`config.mk`:
```
export PLATFORM = sky130hd
export DESIGN_NAME = soc_network_adapter_config_fetch
export DESIGN_NICKNAME = d
export VERILOG_FILES = /design/src/rtl/soc_network_adapter_config_fetch.sv
export SDC_FILE = /design/constraint.sdc
export NUM_CORES = 1
export LEC_CHECK = 0
export CAP_MARGIN = 20
export CORE_MARGIN = 2
export CORE_UTILIZATION = 48
export CTS_BUF_LIST = sky130_fd_sc_hd__clkbuf_16
export CTS_CLUSTER_DIAMETER = 100
export CTS_CLUSTER_SIZE = 8
export DETAILED_ROUTE_END_ITERATION = 8
export HOLD_SLACK_MARGIN = 0.12
export PLACE_DENSITY_LB_ADDON = 0.1
export SLEW_MARGIN = 20
export SYNTH_ARGS = -nofsm -noshare
export SYNTH_HDL_FRONTEND = slang
export SYNTH_SLANG_ARGS = --single-unit
```
`constraint.sdc`:
```
create_clock -name clk -period 4.8 [get_ports clk]
set_clock_uncertainty 0.1 [all_clocks]
set_input_delay 0.48 -clock clk [delete_from_list [all_inputs] [get_ports clk]]
set_output_delay 0.48 -clock clk [all_outputs]
set_load 0.05 [all_outputs]
```
`src/rtl/soc_network_adapter_config_fetch.sv`:
```
// Boot-time AHB-Lite master that reads the network adapter configuration
// space of a tile and holds the values for local consumers.
//
// A start pulse issues single word reads, one at a time: tile ID, tile
// count, config bits, core base, compute-tile count, then (optionally) the
// compute-tile list, one 16-bit entry per read.
//
// Build option: define SOC_NA_CONFIG_FETCH_CTLIST_EN to fetch and cache the
// compute-tile list. When it is undefined the sequence stops after num_cts
// and ct_id is constant 0.
//
// Ports:
//   clk, rst           clock, synchronous active-high reset
//   start              begin a fetch (only accepted when idle)
//   busy/done/error    sequence status; done/error are one-cycle pulses
//   valid              cached values are coherent
//   tile_id .. num_cts cached register values
//   ct_idx / ct_id     combinational compute-tile list lookup
//   h*                 AHB-Lite master request/response
module soc_network_adapter_config_fetch #(
    parameter int unsigned XLEN    = 32,
    parameter int unsigned MAX_CTS = 64,
    parameter logic [15:0] BASE    = 16'h0000
) (
    input  logic            clk,
    input  logic            rst,
    input  logic            start,
    output logic            busy,
    output logic            done,
    output logic            error,
    output logic            valid,
    output logic [XLEN-1:0] tile_id,
    output logic [XLEN-1:0] num_tiles,
    output logic [XLEN-1:0] conf,
    output logic [XLEN-1:0] core_base,
    output logic [XLEN-1:0] num_cts,
    input  logic [5:0]      ct_idx,
    output logic [15:0]     ct_id,
    output logic            hsel,
    output logic [1:0]      htrans,
    output logic [15:0]     haddr,
    output logic            hwrite,
    output logic [2:0]      hsize,
    output logic [2:0]      hburst,
    output logic [3:0]      hprot,
    output logic            hmastlock,
    output logic [XLEN-1:0] hwdata,
    input  logic [XLEN-1:0] hrdata,
    input  logic            hready,
    input  logic            hresp
);

    // Step counter covers 5 fixed registers plus up to 64 list entries.
    localparam int unsigned STEP_W = 7;

    localparam logic [2:0] S_IDLE = 3'd0;
    localparam logic [2:0] S_ADDR = 3'd1;
    localparam logic [2:0] S_DATA = 3'd2;
    localparam logic [2:0] S_DONE = 3'd3;
    localparam logic [2:0] S_ERR  = 3'd4;

    logic [2:0]        state;
    logic [2:0]        state_nx;
    logic [STEP_W-1:0] step;
    logic [STEP_W-1:0] step_nx;
    logic              capture_c;
    logic              last_c;

    // Byte offset of the register read at a given step.
    function automatic logic [15:0] offset(input logic [STEP_W-1:0] s);
        logic [STEP_W-1:0] j;
        j = s - STEP_W'(5);
        case (s)
            STEP_W'(0): return 16'h0000;
            STEP_W'(1): return 16'h0004;
            STEP_W'(2): return 16'h000C;
            STEP_W'(3): return 16'h0010;
            STEP_W'(4): return 16'h0028;
            default:    return 16'h0200 + {8'd0, j, 1'b0};
        endcase
    endfunction

    // Fixed request fields: single word reads, data/privileged, unlocked.
    assign hwrite    = 1'b0;
    assign hsize     = 3'b010;
    assign hburst    = 3'b000;
    assign hprot     = 4'b0011;
    assign hmastlock = 1'b0;
    assign hwdata    = '0;

    // Next-state logic.
    always_comb begin
        state_nx  = state;
        step_nx   = step;
        capture_c = 1'b0;
        case (state)
            S_IDLE: begin
                if (start) begin
                    state_nx = S_ADDR;
                    step_nx  = '0;
                end
            end
            S_ADDR: begin
                if (hready) begin
                    state_nx = S_DATA;
                end
            end
            S_DATA: begin
                // Error response aborts without waiting for hready.
                if (hresp) begin
                    state_nx = S_ERR;
                end else if (hready) begin
                    capture_c = 1'b1;
                    if (last_c) begin
                        state_nx = S_DONE;
                    end else begin
                        state_nx = S_ADDR;
                        step_nx  = step + STEP_W'(1);
                    end
                end
            end
            S_DONE:  state_nx = S_IDLE;
            S_ERR:   state_nx = S_IDLE;
            default: state_nx = S_IDLE;
        endcase
    end

    // State, registered status/bus outputs and fixed-register captures.
    always_ff @(posedge clk) begin
        if (rst) begin
            state     <= S_IDLE;
            step      <= '0;
            busy      <= 1'b0;
            done      <= 1'b0;
            error     <= 1'b0;
            valid     <= 1'b0;
            hsel      <= 1'b0;
            htrans    <= 2'b00;
            haddr     <= '0;
            tile_id   <= '0;
            num_tiles <= '0;
            conf      <= '0;
            core_base <= '0;
            num_cts   <= '0;
        end else begin
            state  <= state_nx;
            step   <= step_nx;
            busy   <= (state_nx == S_ADDR) || (state_nx == S_DATA);
            done   <= (state_nx == S_DONE);
            error  <= (state_nx == S_ERR);
            hsel   <= (state_nx == S_ADDR);
            htrans <= (state_nx == S_ADDR) ? 2'b10 : 2'b00;
            if (state_nx == S_ADDR) begin
                haddr <= BASE + offset(step_nx);
            end
            if ((state == S_IDLE) && start) begin
                valid <= 1'b0;
            end else if (state_nx == S_DONE) begin
                valid <= 1'b1;
            end
            if (capture_c) begin
                case (step)
                    STEP_W'(0): tile_id   <= hrdata;
                    STEP_W'(1): num_tiles <= hrdata;
                    STEP_W'(2): conf      <= hrdata;
                    STEP_W'(3): core_base <= hrdata;
                    STEP_W'(4): num_cts   <= hrdata;
                    default: ;
                endcase
            end
        end
    end

`ifdef SOC_NA_CONFIG_FETCH_CTLIST_EN
    localparam int unsigned IDX_W = (MAX_CTS > 1) ? $clog2(MAX_CTS) : 1;

    logic [15:0]       ct_mem [MAX_CTS];
    logic [STEP_W-1:0] list_j_c;
    logic [STEP_W-1:0] n_reg_c;
    logic [STEP_W-1:0] n_list_c;

    // List length clamped to the cache capacity.
    function automatic logic [STEP_W-1:0] clamp_n(input logic [XLEN-1:0] v);
        if (v >= XLEN'(MAX_CTS)) begin
            return STEP_W'(MAX_CTS);
        end
        return v[STEP_W-1:0];
    endfunction

    assign list_j_c = step - STEP_W'(5);
    assign n_reg_c  = clamp_n(num_cts);
    // At step 4 the count is still on hrdata, not yet in num_cts.
    assign n_list_c = (step == STEP_W'(4)) ? clamp_n(hrdata) : n_reg_c;
    assign last_c   = (step == STEP_W'(4) + n_list_c);

    // Even entries sit in the upper halfword, odd entries in the lower.
    always_ff @(posedge clk) begin
        if (rst) begin
            for (int i = 0; i < int'(MAX_CTS); i++) begin
                ct_mem[i] <= '0;
            end
        end else if (capture_c && (step >= STEP_W'(5))) begin
            ct_mem[IDX_W'(list_j_c)] <= list_j_c[0] ? hrdata[15:0] : hrdata[31:16];
        end
    end

    assign ct_id = ({1'b0, ct_idx} < n_reg_c) ? ct_mem[IDX_W'(ct_idx)] : 16'h0000;
`else
    logic [STEP_W-1:0] list_unused;

    assign last_c      = (step == STEP_W'(4));
    assign ct_id       = 16'h0000;
    // List-only inputs have no function in this build.
    assign list_unused = STEP_W'(MAX_CTS) ^ {1'b0, ct_idx};
`endif

endmodule

```
==> flow_metrics.py <==
metrics = {
    "die": {
        "start_util_pct": 49.2,
        "die_w_um": 129,
        "io_pins": 286,
        "rows": 45,
        "die_area_um2": 16600,
        "core-area_um2": 15200,
        "die_height_um": 129,
    },
    "setup_path": {
        "critPathKind": "register to register",
        "cp-end-kind": "register",
        "rr_worst_depth": 11,
        "arrival_ns": 3.92,
        "cp.required_ns": 5.04,
        "r2r_slack_ns": 1.12,
        "startpoint_type": "register",
        "cp_max_fo": 6,
        "r2r_end": "haddr[5]",
        "critPathLaunch": "step[0]",
        "rr_startpoint": "step[0]",
        "worstSetupEndpoint": "haddr[5]",
    },
    "yosys": {
        "ys_ff_latch": 183,
        "synth_ff_type": "dfxtp_1",
        "synth-edff-count": 0,
        "synth_area_per_cell_um2": 7.94,
        "syn_area_um2": 7480,
        "ys.warnings.count": 0,
        "synth-seq-area-share_pct": 49.0,
        "syn_inst": 941,
        "ys_types": 61,
        "async_flop_share_pct": 0,
    },
    "place": {
        "dp_hpwl_um": 14000,
        "numPortBuffers": 210,
        "gp_congestion": 0.827,
    },
    "hold_path": {
        "hold_path.class": "register to register",
        "hold_path_startpoint": "haddr[1]",
    },
    "global_routing": {
        "grt_usage_pct": 24.3,
        "grt_pass1_wl_um": 31500,
        "antenna_found_initial": 0,
        "overflow": 0,
        "grt_pass1_vias": 5823,
        "grt_max_degree": 122,
    },
    "clock_network": {
        "clock-sinks": 183,
        "holdBufCountCts": 0,
        "tritoncts": "yes",
        "clock_latency_ns": 0.42,
        "clk_pin_slew_ns": 0.07,
        "cts_buffers": 17,
        "clockBufferDepth": 2,
        "cts_resized": 0,
        "cts_max_level": 4,
        "post_cts_buffers": 0,
        "clock_tree.root_cell": "clkbuf_16",
    },
    "detailed_routing": {
        "vias": 6572,
        "wl_met2_um": 10000,
        "ant_nets": 0,
        "drc_errors": 0,
        "drt_iter0_markers": 434,
        "drt-wirelength-per-cell_um": 15.7,
        "drt-met1-wl_um": 9000,
        "via_per_inst": 4.97,
        "wl_met3_um": 1280,
        "top_layer": "met4",
        "dr.pass1.iters": 5,
        "wl_um": 20800,
    },
    "job": {
        "max_cap_viol_count": 0,
    },
    "layout": {
        "drive_gt1_share_pct": 5.11,
        "diodes": 0,
        "area_growth_pct": 33.5,
        "fin_nets": 1174,
    },
    "timing": {
        "hold_viol": 0,
        "worst-slew-pin-transition_ns": 0.949,
        "hold_slack_ns": 0.352,
        "slew_violations": 0,
        "tns_ns": 0,
        "setup_viol": 0,
        "min_period_ns": 3.68,
        "rsz0062_at_grt": "no",
        "fmax_ghz": 0.272,
        "slew_headroom_pct": 36.7,
        "finalCritPeriodShare_pct": 76.7,
    },
    "pwr": {
        "power_leakage_nw": 3.46,
        "ir_worst_vdd_mv": 0.223,
        "p_per_area_nw_per_um2": 321,
    },
    "status": {
        "outcome": "finished clean",
    },
}
[critical path, cell delays in order, from the launching register on]
cell,delay (ns)
dfxtp_1,0.41
inv_1,0.12
ha_1,0.22
and3b_1,0.24
a2111o_1,0.52
a21oi_1,0.45
inv_1,0.13
ha_1,0.25
or3_1,0.34
a21oi_1,0.48
o22ai_2,0.14
a211oi_2,0.22
[through the flow]
| stage | util, % | power, mW | worst slack, ns | instance area, um^2 | instances |
|---|---|---|---|---|---|
| floorplan | - | 1.80 | 1.56 | 7730 | 1008 |
| global placement | 61.8 | 1.84 | 1.13 | 9400 | 1291 |
| detailed placement | 61.8 | 1.84 | 1.12 | 9400 | 1291 |
| CTS | 65.7 | 3.23 | 1.12 | 9980 | 1322 |
| global route | 65.7 | 3.31 | 0.878 | 9980 | 1322 |
| finish | 65.7 | 3.21 | 1.12 | 9980 | 1322 |
[synth_stat cells (2+ instances only)]
master	n	share of area (%)
a2111o_1	2	0.30
a211oi_1	4	0.40
a21oi_1	168	11
a31oi_1	3	0.25
and2_0	2	0.17
and2_1	4	0.33
and3_1	2	0.17
and3b_1	3	0.35
buf_2	10	0.67
buf_4	70	7.0
clkbuf_1	46	2.3
conb_1	2	0.10
dfxtp_1	183	49
ha_1	9	1.5
inv_1	11	0.55
mux2i_1	2	0.27
nand2_1	331	17
nand2b_1	2	0.17
nand3_1	3	0.20
nand4_1	3	0.25
nor2_1	22	1.1
nor2b_1	4	0.33
nor3_1	4	0.27
nor3b_1	2	0.20
nor4_2	2	0.33
nor4b_1	2	0.23
o211ai_1	4	0.40
o21ai_0	3	0.20
o21ai_2	2	0.23
o32ai_1	3	0.35
or3_1	2	0.17
xnor2_1	2	0.23
[power breakdown]
group          switching (mW)  total, mW  internal (mW)
registers             0.00550       1.53           1.53
clock network           0.588       1.40          0.811
logic                   0.223      0.277         0.0543
total                   0.816       3.21           2.39
[cells in the final DEF, fill, tap and decap left out, drive strengths merged, types with 2 or more instances in the layout]
cell and instances:
nor3 5, clkdlybuf4s50 209, clkinvlp 3, or2 2
o211ai 4, o32ai 3, and2 6, and3 2
a211oi 5, o21ai 5, a2111o 2, nor3b 3
xnor2 2, nand2b 2, or4 2, nor2 22
clkbuf 17, nor4 3, inv 13, a21oi 169
ha 9, clkinv 6, buf 13, a31oi 3
nand2 331, or3 3, nor4b 2, nor2b 4
mux2i 4, conb 69, and3b 3, nand3 3
o22ai 2, nand4 3, bufinv 3, dfxtp 183
[registers in the layout, indices dropped and copies added (netlist names), 3 cells and up]
register,count
conf,32
num_cts,32
state,3
tile_id,32
num_tiles,32
step,7
core_base,32
haddr,8
[worst min path at each step]
| stage | end | depth (start not counted) |
|---|---|---|
| detailed placement | num_tiles[23] | 2 |
| global placement | num_tiles[12] | 2 |
| CTS | core_base[26] | 2 |
| floorplan | state[1] | 1 |
| global route | num_cts[16] | 2 |
| finish | haddr[1] | 2 |
[metal layers]
layer | GRT usage [%] | up-vias
met5 | 0 | -
met4 | 9.08 | 0
met3 | 5.49 | 31
met2 | 40.1 | 209
met1 | 31.2 | 3023
li1 | - | 3309
[cell families (layout without fill, tap and decap cells)]
| family | Yosys count | count (layout) | synth area share, % |
|---|---|---|---|
| DFF | 183 | 183 | 49.0 |
| buffers and inverters | 138 | 264 | 10.7 |
| muxes | 5 | 5 | 0.904 |
| other | 2 | 69 | 0.100 |
| and+or+nand+nor | 400 | 400 | 22.5 |
| AOI/OAI and AO/OA | 202 | 202 | 15.1 |
| xor gates and xnor gates | 2 | 2 | 0.234 |
| adders and majority gates | 9 | 9 | 1.51 |
[final cells by class]
| class | count | area, um^2 |
|---|---|---|
| Clock buffer | 17 | 425 |
| Sequential cell | 183 | 3660 |
| Fill cell | 1397 | 5220 |
| Inverter | 11 | 41.3 |
| Tap cell | 188 | 235 |
| Multi-Input combinational cell | 687 | 3270 |
| Timing Repair Buffer | 222 | 2190 |
| Clock inverter | 14 | 159 |
(Power assumes the default switching activity.)
